**src/rtl/gfx_clip_zcmp.sv**
```systemverilog
// Scissor/target clip and depth test for one pixel at a time; discard acks 1 cycle after sampling, z path reads (and optionally writes) the z-buffer.
// Backpressure: write_i is taken only in IDLE with ack_o low; z/zw requests and write_o hold until their acks.
module gfx_clip_zcmp #(
   parameter int point_width = 16,
   parameter int ZW          = 16,
   parameter int NCLIP       = 2
) (
   input  logic                         clk_i,
   input  logic                         rst_i,
   input  logic [NCLIP-1:0]             clipping_enable_i,
   input  logic [NCLIP*point_width-1:0] clip_x0_i,
   input  logic [NCLIP*point_width-1:0] clip_y0_i,
   input  logic [NCLIP*point_width-1:0] clip_x1_i,
   input  logic [NCLIP*point_width-1:0] clip_y1_i,
   input  logic [point_width-1:0]       target_size_x_i,
   input  logic [point_width-1:0]       target_size_y_i,
   input  logic                         zbuffer_enable_i,
   input  logic                         zwrite_enable_i,
   input  logic [2:0]                   zfunc_i,
   input  logic [31:0]                  zbuffer_base_i,
   input  logic [point_width-1:0]       pixel_x_i,
   input  logic [point_width-1:0]       pixel_y_i,
   input  logic [ZW-1:0]                pixel_z_i,
   input  logic [point_width-1:0]       u_i,
   input  logic [point_width-1:0]       v_i,
   input  logic [7:0]                   a_i,
   input  logic [31:0]                  color_i,
   input  logic                         write_i,
   output logic                         ack_o,
   output logic                         z_request_o,
   output logic [31:0]                  z_addr_o,
   input  logic [ZW-1:0]                z_data_i,
   input  logic                         z_ack_i,
   output logic                         zw_request_o,
   output logic [31:0]                  zw_addr_o,
   output logic [ZW-1:0]                zw_data_o,
   input  logic                         zw_ack_i,
   output logic [point_width-1:0]       pixel_x_o,
   output logic [point_width-1:0]       pixel_y_o,
   output logic [point_width-1:0]       u_o,
   output logic [point_width-1:0]       v_o,
   output logic [ZW-1:0]                pixel_z_o,
   output logic [7:0]                   a_o,
   output logic [31:0]                  color_o,
   output logic                         write_o,
   input  logic                         ack_i
);

   localparam logic [31:0] ZBYTES = 32'(ZW / 8);

   typedef enum logic [2:0] {IDLE, ADDR, ZREAD, ZTEST, ZWRITE, OUT} state_t;

   state_t               state_q, state_d;
   logic                 ack_d, write_d, zreq_d, zwreq_d;
   logic                 latch, ld_addr, cap_z;
   logic                 discard, zpass;
   logic signed [ZW-1:0] zstored_q;
   logic [31:0]          lin_addr, zaddr_calc;

   always_comb begin
      discard = (pixel_x_i >= target_size_x_i) || (pixel_y_i >= target_size_y_i);
      for (int r = 0; r < NCLIP; r++) begin
         if (clipping_enable_i[r] &&
             ((pixel_x_i <  clip_x0_i[r*point_width +: point_width]) ||
              (pixel_y_i <  clip_y0_i[r*point_width +: point_width]) ||
              (pixel_x_i >= clip_x1_i[r*point_width +: point_width]) ||
              (pixel_y_i >= clip_y1_i[r*point_width +: point_width])))
            discard = 1'b1;
      end
   end

   // New depth on the left, stored depth on the right, both two's complement.
   always_comb begin
      case (zfunc_i)
         3'd0:    zpass = 1'b0;
         3'd1:    zpass = $signed(pixel_z_o) <  zstored_q;
         3'd2:    zpass = $signed(pixel_z_o) == zstored_q;
         3'd3:    zpass = $signed(pixel_z_o) <= zstored_q;
         3'd4:    zpass = $signed(pixel_z_o) >  zstored_q;
         3'd5:    zpass = $signed(pixel_z_o) != zstored_q;
         3'd6:    zpass = $signed(pixel_z_o) >= zstored_q;
         default: zpass = 1'b1;
      endcase
   end

   assign lin_addr   = 32'(pixel_y_o) * 32'(target_size_x_i) + 32'(pixel_x_o);
   assign zaddr_calc = zbuffer_base_i + lin_addr * ZBYTES;
   assign zw_data_o  = pixel_z_o;

   always_comb begin
      state_d = state_q;
      ack_d   = 1'b0;
      write_d = write_o;
      zreq_d  = z_request_o;
      zwreq_d = zw_request_o;
      latch   = 1'b0;
      ld_addr = 1'b0;
      cap_z   = 1'b0;
      case (state_q)
         IDLE: begin
            // Holding off while ack_o is high keeps a held write_i from being retaken.
            if (write_i && !ack_o) begin
               latch = 1'b1;
               if (discard) begin
                  ack_d = 1'b1;
               end else if (zbuffer_enable_i) begin
                  state_d = ADDR;
               end else begin
                  write_d = 1'b1;
                  state_d = OUT;
               end
            end
         end
         ADDR: begin
            ld_addr = 1'b1;
            zreq_d  = 1'b1;
            state_d = ZREAD;
         end
         ZREAD: begin
            if (z_ack_i) begin
               cap_z   = 1'b1;
               zreq_d  = 1'b0;
               state_d = ZTEST;
            end
         end
         ZTEST: begin
            if (!zpass) begin
               ack_d   = 1'b1;
               state_d = IDLE;
            end else if (zwrite_enable_i) begin
               zwreq_d = 1'b1;
               state_d = ZWRITE;
            end else begin
               write_d = 1'b1;
               state_d = OUT;
            end
         end
         ZWRITE: begin
            if (zw_ack_i) begin
               zwreq_d = 1'b0;
               write_d = 1'b1;
               state_d = OUT;
            end
         end
         OUT: begin
            if (ack_i) begin
               write_d = 1'b0;
               ack_d   = 1'b1;
               state_d = IDLE;
            end
         end
         default: state_d = IDLE;
      endcase
   end

   always_ff @(posedge clk_i or posedge rst_i) begin
      if (rst_i) begin
         state_q      <= IDLE;
         ack_o        <= 1'b0;
         write_o      <= 1'b0;
         z_request_o  <= 1'b0;
         zw_request_o <= 1'b0;
      end else begin
         state_q      <= state_d;
         ack_o        <= ack_d;
         write_o      <= write_d;
         z_request_o  <= zreq_d;
         zw_request_o <= zwreq_d;
      end
   end

   always_ff @(posedge clk_i or posedge rst_i) begin
      if (rst_i) begin
         pixel_x_o <= '0;
         pixel_y_o <= '0;
         pixel_z_o <= '0;
         u_o       <= '0;
         v_o       <= '0;
         a_o       <= '0;
         color_o   <= '0;
         z_addr_o  <= '0;
         zw_addr_o <= '0;
         zstored_q <= '0;
      end else begin
         if (latch) begin
            pixel_x_o <= pixel_x_i;
            pixel_y_o <= pixel_y_i;
            pixel_z_o <= pixel_z_i;
            u_o       <= u_i;
            v_o       <= v_i;
            a_o       <= a_i;
            color_o   <= color_i;
         end
         if (ld_addr) begin
            z_addr_o  <= zaddr_calc;
            zw_addr_o <= zaddr_calc;
         end
         if (cap_z)
            zstored_q <= $signed(z_data_i);
      end
   end

endmodule

```
**config.mk**
```make
export PLATFORM = sky130hd
export DESIGN_NAME = gfx_clip_zcmp
export DESIGN_NICKNAME = d
export VERILOG_FILES = /design/src/rtl/gfx_clip_zcmp.sv
export SDC_FILE = /design/constraint.sdc
export NUM_CORES = 1
export LEC_CHECK = 0
export ABC_CLOCK_PERIOD_IN_PS = 10300
export BUFFER_PORTS_ARGS = -buffer_cell sky130_fd_sc_hd__buf_4
export CORE_AREA = 2 2 213 215
export DETAILED_ROUTE_END_ITERATION = 16
export DIE_AREA = 0 0 215 217
export PLACE_DENSITY = 0.8
export SYNTH_ARGS = -nofsm -noshare
export SYNTH_HDL_FRONTEND = slang
export SYNTH_SLANG_ARGS = --single-unit
```
**constraint.sdc**
```tcl
create_clock -name clk_i -period 10.3 [get_ports clk_i]
set_input_delay 1.03 -clock clk_i [delete_from_list [all_inputs] [get_ports clk_i]]
set_output_delay 1.03 -clock clk_i [all_outputs]
set_load 0.05 [all_outputs]
```
==> impl_summary.txt <==
----------------------------------------------------
[Final layout]
  Area occupied by registers ... around 0.0044 mm²
  Number of fill cells in the layout ... roughly 3900
  NumNets Final ... 3668
  Proportion of layout cells with a drive suffix above 1 ... roughly a quarter
  Multi-input gate area ... ~0.015 mm²
  Relative area change from synthesis to final layout ... 23.0%
  Post-route standard cell area excluding fillers ... 0.0264 mm²

[CTS]
  Cell at the root of the clock tree ... clkbuf_16
  Clock latency on the worst-skew pair ... between 400 and 500 ps
  CTS tree ... done
  Count of instances resized after the clock tree is built ... 0
  Clock-pin transition on the worst setup and hold timing paths ... approximately 80 ps
  Clk sink count ... 175
  Setup Buffers After CTS ... 0
  # H-tree levels ... 4
  Number of hold-repair buffers added at the cts stage ... 0
  Buffer depth of the longest clock path ... 2
  Number of CTS-inserted buffers ... 17

[Logic synthesis]
  Top cell type's share of synthesized area ... 20.4%
  Top FF cell, synth ... dfrtp_1
  Synth top area cells ... dfrtp_1, fa_1, ha_1
  Post-synth EDFFs ... 0
  Post-Syn Nets ... ~3200
  Netlist area before placement ... approximately 0.021 mm²
  Flops & latches, synth ... 175
  Gate count of the mapped netlist ... between 2000 and 2500
  Count of yosys warnings during synthesis ... 0
  Sequential area share after synthesis ... 20.4%
  Mean instance size in the synthesized netlist ... 9.13 µm²
  Async set-or-reset flop fraction in the synthesized netlist ... 100%
  Post-synth cell types ... 77
  Cell type with the largest total area after synthesis ... dfrtp_1

[Worst setup path]
  Cell occurring most often along the worst timing path ... fa_1
  Critical Path Max Stage Delay ... 960 ps
  Crit path DAT ... approximately 8900 ps
  Critical path endpoint category ... flip-flop
  Category of the most critical setup path ... reg -> reg
  Biggest fanout along the worst timing path ... 18
  Required time reported for the critical path endpoint ... ~11000 ps
  Max stage delay cell, worst path ... dfrtp_1
  Launching element type of the critical path ... flip-flop

[Global routing]
  Largest net degree at the start of global routing ... 69
  Global-route usage over all layers ... between 20 and 30%
  Wire length of the first global-routing pass ... 107000 µm
  Initial antenna violation count ... 4
  Number of global-route vias before repair ... 19700
  Grt total ovfl ... 0

[Die]
  Row Count ... just under 80
  Initial core utilization ... approximately half
  I/O pin cnt ... ~550
  Die Y-Extent ... 217 µm
  Area of the core ... 0.0447 mm²
  DIE WIDTH ... about 220 µm
  Area enclosed by the die boundary ... ~0.047 mm²

[Timing]
  Tightest Pin Transition ... approximately 960 ps
  Setup Viol. Count Final ... 0
  Period utilization ... 82.1%
  Number of max-slew violations in the final report ... 0
  Highest clock rate ... 0.118 GHz
  Setup TNS Final ... 0 ps
  Worst clock skew on the final layout ... 18.1 ps
  Final hold violation count ... 0
  Max-slew headroom at the worst pin ... a little over a third
  RSZ-0062 raised after global routing ... false
  Post-route minimum period ... approximately 8500 ps

[Placement]
  Placer's final routability congestion estimate ... roughly 0.98
  Half-perimeter wire length after detailed placement ... around 56000 µm
  IO Port Bufs ... 544
  Cell area reported after detailed placement ... ~0.026 mm²

[Outcome]
  Status ... finished clean

[Route]
  Post-detailed-route wirelength per cell ... 20.1 µm
  Via count ... 18300
  Routed via count divided by cell count ... ~5.4
  Post-route DRC violation count ... 0
  Iteration count of the initial detailed-routing pass ... 5
  Total Wirelength ... around 69000 µm
  Final antenna-violating net count ... 0
  DR iter-0 viols ... around 1100

[Worst hold path]
  HP Class ... reg -> reg

[Flow run]
  Number of max-cap violations ... 0

----------------------------------------------------
[worst max-delay path, delay by kind of cell (launching register included)]
family	cells	cell delay, ps
AOI/OAI and AO/OA	13	2740
adders and majority gates	8	3610
and+or+nand+nor	5	860
DFF	1	960
buffers and inverters	4	220
[registers in the layout, indices dropped and copies added, names as in the netlist, 3 cells and up]
register / cells
u_o: 16
pixel_z_o: 16
color_o: 32
zw_addr_o: 32
zstored_q: 16
a_o: 8
v_o: 16
state_q: 3
pixel_y_o: 16
pixel_x_o: 16
[metal layers]
metal | up-vias | share of wire, % | GRT usage (%)
met5 | - | 0 | 0
met4 | 0 | 4.2 | 12.9
met3 | 170 | 7.3 | 6.60
met2 | 772 | 49 | 51.3
met1 | 8901 | 40 | 36.3
li1 | 8499 | - | -
[synth_stat cells (3+ instances only)]
cell type and count:
inv_1 468, ha_1 306, nand2_1 261, fa_1 210, dfrtp_1 175, and2_1 116
mux2_2 107, o21ai_0 92, a21oi_1 84, nor2_1 60, clkbuf_1 57, buf_4 48
a21o_1 36, xnor2_1 34, o21ai_1 26, nand4_1 25, a211oi_1 24, xor2_1 22
nor3_1 20, nor2b_1 17, nand2b_1 16, nand3_1 15, o211ai_1 12, a31oi_1 11
o21bai_1 8, o21a_1 7, and3_1 6, a211o_1 5, o31ai_1 5, or3_1 5
buf_1 4, a2111oi_0 3, nand3b_1 3, nor4b_1 3, o2111ai_1 3
[final cells by class]
type / instances / area share, %
Inverter: 468 / 6.68
Sequential cell: 175 / 16.6
Clock inverter: 14 / 0.640
Tap cell: 600 / 2.85
Antenna cell: 4 / 0.0379
Clock buffer: 17 / 1.61
Multi-Input combinational cell: 1596 / 55.9
Timing Repair Buffer: 553 / 15.7
[placed cells by master (no fill, tap or decap), drive strengths merged, types with 7 or more instances in the layout]
cell type and instances:
a211oi 26, a21o 36, a21oi 86, a31oi 12
and2 117, buf 553, clkbuf 17, clkinv 9
dfrtp 175, fa 210, ha 306, inv 473
mux2 109, nand2 261, nand2b 16, nand3 15
nand4 25, nor2 61, nor2b 17, nor3 20
o211ai 14, o21a 7, o21ai 118, o21bai 8
xnor2 34, xor2 22
[final timing paths]
path | from | endpoint | slack, ps | cells after the start
setup / recovery | pixel_y_o[5] | zw_addr_o[31] | 1840 | 30
hold / removal | zw_addr_o[15] | zw_addr_o[15] | 500 | 2
setup reg to reg | pixel_y_o[5] | zw_addr_o[31] | 1840 | 30
hold reg to reg | zw_addr_o[15] | zw_addr_o[15] | 500 | 2
max in group asynchronous | rst_i | v_o[13] | 8490 | 3
min in group asynchronous | rst_i | v_o[6] | 530 | 2
[logic make-up (layout without fill, tap and decap cells)]
family / after synthesis / count (layout) / share of synthesized area (%)
buffers and inverters: 580 / 1052 / 11.0
and+or+nand+nor: 565 / 565 / 12.8
adders and majority gates: 516 / 516 / 37.4
AOI/OAI and AO/OA: 348 / 348 / 10.3
DFF: 175 / 175 / 20.4
muxes: 111 / 111 / 5.81
xor gates and xnor gates: 56 / 56 / 2.29
other: 0 / 4 / 0
[stage by stage]
| stage | worst slack (ps) | hold WS [ps] | utilization (%) | cells |
|---|---|---|---|---|
| finish | 1840 | 505 | 59.0 | 3427 |
| global placement | 1790 | 487 | 57.7 | 3392 |
| detailed placement | 1580 | 495 | 57.7 | 3392 |
| floorplan | 1980 | 485 | - | 2351 |
| CTS | 1990 | 507 | 59.0 | 3423 |
| global route | 1470 | 523 | 59.0 | 3427 |
Power is left out: the tool's default activity adds up to more than one toggle a clock period on the data nets, which glitch-free logic cannot reach.
